==> src/rtl/cpu_run_sequencer_if.sv <==
// Control/status bundle between the run sequencer and the board/datapath.
// master = sequencer side, slave = board/datapath side.
interface cpu_run_sequencer_if #(
  parameter int CNT_W = 32
);
  logic             tick;
  logic             step_mode;
  logic             bt_step;
  logic             hard_reset;
  logic             sleep;
  logic             await;
  logic             cpu_clk;
  logic             hard_reset_o;
  logic             stall_o;
  logic [2:0]       state;
  logic [CNT_W-1:0] cycle_count;

  modport master (
    input  tick, step_mode, bt_step,
    input  hard_reset, sleep, await,
    output cpu_clk, hard_reset_o, stall_o,
    output state, cycle_count
  );

  modport slave (
    output tick, step_mode, bt_step,
    output hard_reset, sleep, await,
    input  cpu_clk, hard_reset_o, stall_o,
    input  state, cycle_count
  );
endinterface

==> src/rtl/cpu_run_sequencer.sv <==
// CPU clock/reset sequencer: reset burst, free run, single step
// and sleep/await stalls, paced by divider ticks.
module cpu_run_sequencer #(
  parameter int RESET_EDGES    = 2,
  parameter int DEBOUNCE_TICKS = 4,
  parameter int CNT_W          = 32
) (
  input  logic                clk,
  input  logic                bt_reset,
  cpu_run_sequencer_if.master bus
);

  typedef enum logic [2:0] {
    S_RST   = 3'd0,
    S_LOW   = 3'd1,
    S_HIGH  = 3'd2,
    S_SLEEP = 3'd3,
    S_AWAIT = 3'd4,
    S_STEP  = 3'd5
  } state_e;

  localparam logic [3:0] EDGE_MAX = 4'(RESET_EDGES);
  localparam logic [7:0] DB_MAX   = 8'(DEBOUNCE_TICKS);

  state_e           state_q, state_d;
  logic             cpu_clk_q, cpu_clk_d;
  logic             hrst_q, hrst_d;
  logic             stall_q, stall_d;
  logic [CNT_W-1:0] cnt_q, cnt_d;
  logic [3:0]       edge_q, edge_d;
  logic             pend_q, pend_d;
  logic             sync1_q, sync1_d;
  logic             sync2_q, sync2_d;
  logic             lvl_q, lvl_d;
  logic [7:0]       db_q, db_d;
  logic             rise;

  always_comb begin
    sync1_d = bus.bt_step;
    sync2_d = sync1_q;
    lvl_d   = lvl_q;
    db_d    = db_q;
    rise    = 1'b0;
    if (bus.tick) begin
      if (sync2_q != lvl_q) begin
        if (db_q + 8'd1 == DB_MAX) begin
          lvl_d = ~lvl_q;
          db_d  = '0;
          rise  = ~lvl_q;
        end else begin
          db_d = db_q + 8'd1;
        end
      end else begin
        db_d = '0;
      end
    end
  end

  always_comb begin
    state_d   = state_q;
    cpu_clk_d = cpu_clk_q;
    hrst_d    = hrst_q;
    cnt_d     = cnt_q;
    edge_d    = edge_q;
    pend_d    = pend_q | rise;
    if (bus.hard_reset && state_q != S_RST) begin
      state_d   = S_RST;
      cpu_clk_d = 1'b0;
      hrst_d    = 1'b1;
      edge_d    = '0;
      pend_d    = 1'b0;
    end else if (bus.tick) begin
      unique case (state_q)
        S_RST: begin
          if (cpu_clk_q) begin
            cpu_clk_d = 1'b0;
            if (edge_q == EDGE_MAX) begin
              state_d = S_LOW;
              hrst_d  = 1'b0;
              edge_d  = '0;
            end
          end else begin
            cpu_clk_d = 1'b1;
            edge_d    = edge_q + 4'd1;
          end
        end
        S_LOW: begin
          if (bus.sleep) begin
            state_d = S_SLEEP;
          end else if (bus.await) begin
            state_d = S_AWAIT;
          end else if (bus.step_mode && !pend_q) begin
            state_d = S_STEP;
          end else begin
            state_d   = S_HIGH;
            cpu_clk_d = 1'b1;
            cnt_d     = cnt_q + CNT_W'(1);
            pend_d    = 1'b0;
          end
        end
        S_HIGH: begin
          state_d   = S_LOW;
          cpu_clk_d = 1'b0;
        end
        S_SLEEP: begin
          if (!bus.sleep) state_d = S_LOW;
        end
        S_AWAIT: begin
          if (bus.sleep) begin
            state_d = S_SLEEP;
          end else if (!bus.await) begin
            state_d = S_LOW;
          end
        end
        S_STEP: begin
          if (pend_q || !bus.step_mode) state_d = S_LOW;
        end
        default: begin
          state_d   = S_RST;
          cpu_clk_d = 1'b0;
          hrst_d    = 1'b1;
          edge_d    = '0;
        end
      endcase
    end
    stall_d = (state_d == S_SLEEP) || (state_d == S_AWAIT);
  end

  always_ff @(posedge clk or negedge bt_reset) begin
    if (!bt_reset) begin
      state_q   <= S_RST;
      cpu_clk_q <= 1'b0;
      hrst_q    <= 1'b1;
      stall_q   <= 1'b0;
      cnt_q     <= '0;
      edge_q    <= '0;
      pend_q    <= 1'b0;
      sync1_q   <= 1'b0;
      sync2_q   <= 1'b0;
      lvl_q     <= 1'b0;
      db_q      <= '0;
    end else begin
      state_q   <= state_d;
      cpu_clk_q <= cpu_clk_d;
      hrst_q    <= hrst_d;
      stall_q   <= stall_d;
      cnt_q     <= cnt_d;
      edge_q    <= edge_d;
      pend_q    <= pend_d;
      sync1_q   <= sync1_d;
      sync2_q   <= sync2_d;
      lvl_q     <= lvl_d;
      db_q      <= db_d;
    end
  end

  assign bus.cpu_clk      = cpu_clk_q;
  assign bus.hard_reset_o = hrst_q;
  assign bus.stall_o      = stall_q;
  assign bus.state        = state_q;
  assign bus.cycle_count  = cnt_q;

endmodule

==> src/flat_wrapper.sv <==
// flat-port wrapper written by rule: the top's interface ports become plain ports
module cpu_run_sequencer_flat 
#(
  parameter int RESET_EDGES    = 2,
  parameter int DEBOUNCE_TICKS = 4,
  parameter int CNT_W          = 32
)
  (clk, bt_reset, bus_tick, bus_step_mode, bus_bt_step, bus_hard_reset, bus_sleep, bus_await, bus_cpu_clk, bus_hard_reset_o, bus_stall_o, bus_state, bus_cycle_count);
  cpu_run_sequencer_if #(.CNT_W(CNT_W)) bus_i ();
  input  logic clk;
  input  logic bt_reset;
  input wire logic [$bits(bus_i.tick)-1:0] bus_tick;
  input wire logic [$bits(bus_i.step_mode)-1:0] bus_step_mode;
  input wire logic [$bits(bus_i.bt_step)-1:0] bus_bt_step;
  input wire logic [$bits(bus_i.hard_reset)-1:0] bus_hard_reset;
  input wire logic [$bits(bus_i.sleep)-1:0] bus_sleep;
  input wire logic [$bits(bus_i.await)-1:0] bus_await;
  output wire logic [$bits(bus_i.cpu_clk)-1:0] bus_cpu_clk;
  output wire logic [$bits(bus_i.hard_reset_o)-1:0] bus_hard_reset_o;
  output wire logic [$bits(bus_i.stall_o)-1:0] bus_stall_o;
  output wire logic [$bits(bus_i.state)-1:0] bus_state;
  output wire logic [$bits(bus_i.cycle_count)-1:0] bus_cycle_count;
  assign bus_i.tick = bus_tick;
  assign bus_i.step_mode = bus_step_mode;
  assign bus_i.bt_step = bus_bt_step;
  assign bus_i.hard_reset = bus_hard_reset;
  assign bus_i.sleep = bus_sleep;
  assign bus_i.await = bus_await;
  assign bus_cpu_clk = bus_i.cpu_clk;
  assign bus_hard_reset_o = bus_i.hard_reset_o;
  assign bus_stall_o = bus_i.stall_o;
  assign bus_state = bus_i.state;
  assign bus_cycle_count = bus_i.cycle_count;
  cpu_run_sequencer #(.RESET_EDGES(RESET_EDGES), .DEBOUNCE_TICKS(DEBOUNCE_TICKS), .CNT_W(CNT_W)) u_core (.clk(clk), .bt_reset(bt_reset), .bus(bus_i));
endmodule
==> config.mk <==
export PLATFORM = sky130hd
export DESIGN_NAME = cpu_run_sequencer_flat
export DESIGN_NICKNAME = d
export VERILOG_FILES = /design/src/rtl/cpu_run_sequencer_if.sv /design/src/rtl/cpu_run_sequencer.sv /design/src/flat_wrapper.sv
export SDC_FILE = /design/constraint.sdc
export NUM_CORES = 1
export LEC_CHECK = 0
export ABC_AREA = 0
export CORE_MARGIN = 3
export CORE_UTILIZATION = 50
export CTS_CLUSTER_SIZE = 8
export DETAILED_ROUTE_END_ITERATION = 6
export PLACE_DENSITY = 0.75
export SLEW_MARGIN = 15
export SYNTH_ARGS = -nofsm -noshare
export SYNTH_HDL_FRONTEND = slang
export SYNTH_SLANG_ARGS = --single-unit
==> constraint.sdc <==
create_clock -name clk -period 2.76 [get_ports clk]
set_clock_uncertainty 0.1 [all_clocks]
set_input_delay 0.69 -clock clk [delete_from_list [all_inputs] [get_ports clk]]
set_output_delay 0.69 -clock clk [all_outputs]
set_load 0.01 [all_outputs]
==> metrics.txt <==
cts repair resizes=0; Root Buffer=clkbuf_8; worst path cell trace=clkdlybuf4s50_1 -> inv_1 -> nand4_1 -> nor3_2 -> and3_1 -> buf_4 -> nand4_4 -> xnor2_2; Worst Tran Pin Value=slightly below 0.7 ns; # diodes=0; post-synthesis sequential area ratio=48.02%; CP endpoint kind=flop; via count=2182; number of synthesized flops with an enable pin=0; core area=5270 um2; DRC violations left=0; worst path bufs/invs=3; Post-CTS Setup Repair Bufs=0; Initial Utilization=53.44%; Startpoint Class=input port; setup TNS=0 ns; hold buffer count at cts=0; Detailed Place HPWL=4192 um; hold crit path type=flop to flop; Overflow after GRT=0; crit-path max FO=10; most area-consuming cells after synthesis=dfrtp_1 47%, xnor2_1 7.5%, nand2_1 4.0%; average size of a mapped cell=10.20 um2; Mapped Area=2816 um2; largest net degree at the start of global routing=55; Peak VDD IR=317.0 uV; PD cells=519.3 nW/um2; clock transition at the registers of the reported paths=0.10 ns; post-synth top area cell=dfrtp_1; antenna-violating nets left=0; CTS Buf Count=5; critical path data arrival time=2.44 ns; Clock Latency Late Sink=0.31 ns; critical path's top delay family=buffers and inverters; post-synth top area share=47.09%; total power=around 1800 uW; max-cap violation count=0; Ports=46; slowest cell on the critical path=clkdlybuf4s50_1; critical path required time=2.86 ns; RSZ-0062 raised after global routing=no; first-pass GRT wire length=9977 um; Routed WL=5795 um; H-tree levels=2; Die Y-Extent=81.05 um; Yosys reg bits=54; Max Slew Vio Count=0; final setup margin=0.4243 ns; CP max stage delay=between 0.4 and 0.5 ns; DR WL/cell=between 10 and 15 um; Core Util, Final=65.50%; dpl cells=389; Die Area=6569 um2; nets@finish=339; critical path type=input port to flop; Mapped Nets=roughly 290; Post-Syn Instances=276; setup violators final=0; ys async rst share=100.0%; First-pass DRT Iterations=4; drt initial violations=138; Tmin final=2.336 ns; share of layout cells above drive strength 1=10.40%; P_leak=0.001531 uW; Avg Vias per Cell=5.496; post-synth cell types=55; initial antenna violation count=0; CTS max path bufs=2; final weighted congestion in routability-driven placement=0.8596; input/output buffers=45; run status=finished, final reports clean; relative slew slack=54.33%; count of final hold-check violations=0; CTS tree=built; num rows=26; top_reg_cell synth=dfrtp_1; post-route insts no fill=397; All-Layer GR Usage=between 10% and 20%; period utilization=84.63%; Die W=between 80 and 90 um; pre-CTS setup slack=0.1149 ns; total number of yosys warnings=0; Num Clock Sinks=54; area delta synth->final=22.57%; Fmax=~430 MHz; vias in the first global route=about 2100
## registers in the layout, indices dropped and copies added (netlist names)
| register | cells |
|---|---|
| u_core.lvl_q | 1 |
| u_core.db_q | 8 |
| u_core.bus.hard_reset_o | 1 |
| u_core.bus.state | 3 |
| u_core.bus.cpu_clk | 1 |
| u_core.sync2_q | 1 |
| u_core.bus.stall_o | 1 |
| u_core.edge_q | 4 |
| u_core.bus.cycle_count | 32 |
| u_core.pend_q | 1 |
| u_core.sync1_q | 1 |
## through the flow
step | hold WS [ns] | cell area [um2]
after floorplan | 0.2312 | 2816
after global placement | 0.2404 | 3353
after detailed placement | 0.2442 | 3353
after CTS | 0.2678 | 3452
after global routing | 0.2725 | 3452
final | 0.2644 | 3452
## cell families after synthesis
| kind of cell | after synthesis | synth area share [%] |
|---|---|---|
| flip-flops | 54 | 48.02 |
| adder cells (fa/ha/maj) | 5 | 2.221 |
| buffers and inverters | 21 | 3.331 |
| AND/OR/NAND/NOR | 115 | 23.55 |
| multiplexers | 4 | 1.555 |
| AO/OA/AOI/OAI | 42 | 10.17 |
| XOR/XNOR | 35 | 11.15 |
## cell usage after synthesis (3+ instances only)
master	count
a21oi_1	7
and2_1	3
and3_1	9
buf_2	3
clkbuf_1	4
dfrtp_1	53
ha_1	5
inv_1	11
mux2_2	3
nand2_1	30
nand2b_1	3
nand3_1	19
nand3_2	5
nand4_1	8
nor2_1	12
nor2b_1	5
nor3_1	6
o21ai_0	14
o2bb2ai_1	3
xnor2_1	24
xor2_1	10
## area by class of cell
cell class | count | area (um2)
fill | 419 | 1818
multi-input combinational | 201 | 1370
sequential | 54 | 1353
timing repair buffer | 52 | 498.0
tap | 70 | 87.58
clock buffer | 6 | 82.58
inverter | 12 | 45.04
clock inverter | 2 | 16.27
## worst paths after layout
| kind | start | endpoint | slack (ns) | depth (start not counted) |
|---|---|---|---|---|
| max in group asynchronous | bt_reset | u_core.edge_q[2] | 1.70 | 2 |
| min reg2reg | u_core.sync1_q | u_core.sync2_q | 0.26 | 0 |
| max reg2reg | u_core.bus.state[2] | u_core.bus.cycle_count[19] | 0.59 | 7 |
| max | bus_sleep | u_core.bus.cycle_count[19] | 0.42 | 8 |
| min | u_core.sync1_q | u_core.sync2_q | 0.26 | 0 |
| min in group asynchronous | bt_reset | u_core.db_q[3] | 0.40 | 2 |
## routing by layer
metal,global-route usage [%],vias up,wire length [um]
met5,0,-,0
met4,5.405,0,79
met3,4.324,7,225
met2,29.97,42,2655
met1,27.49,1062,2834
li1,-,1071,-
## cells in the final DEF, fill, tap and decap left out, types with 2 or more instances in the layout
master,count
o2bb2ai_1,3
xnor2_1,24
ha_1,5
clkdlybuf4s50_1,44
and4b_1,2
dfrtp_1,53
nor3b_1,2
o21ai_0,14
nand2_1,30
nand3_2,5
nor2b_1,5
xor2_1,10
and3_1,9
mux2_2,3
buf_4,7
a22o_1,2
nor2_1,12
clkbuf_8,6
nor3_2,2
nor3_1,6
nand3_1,19
and2_1,3
o31ai_1,2
nand2b_1,3
inv_1,11
a21oi_1,7
nand4_1,8
## power breakdown
part / internal [uW] / switching, uW
Sequential: 856 / 94.3
Clock: 207 / 263
Combinational: 180 / 192
Total: 1240 / 550
Note: power is estimated with default switching activity, not from simulation.
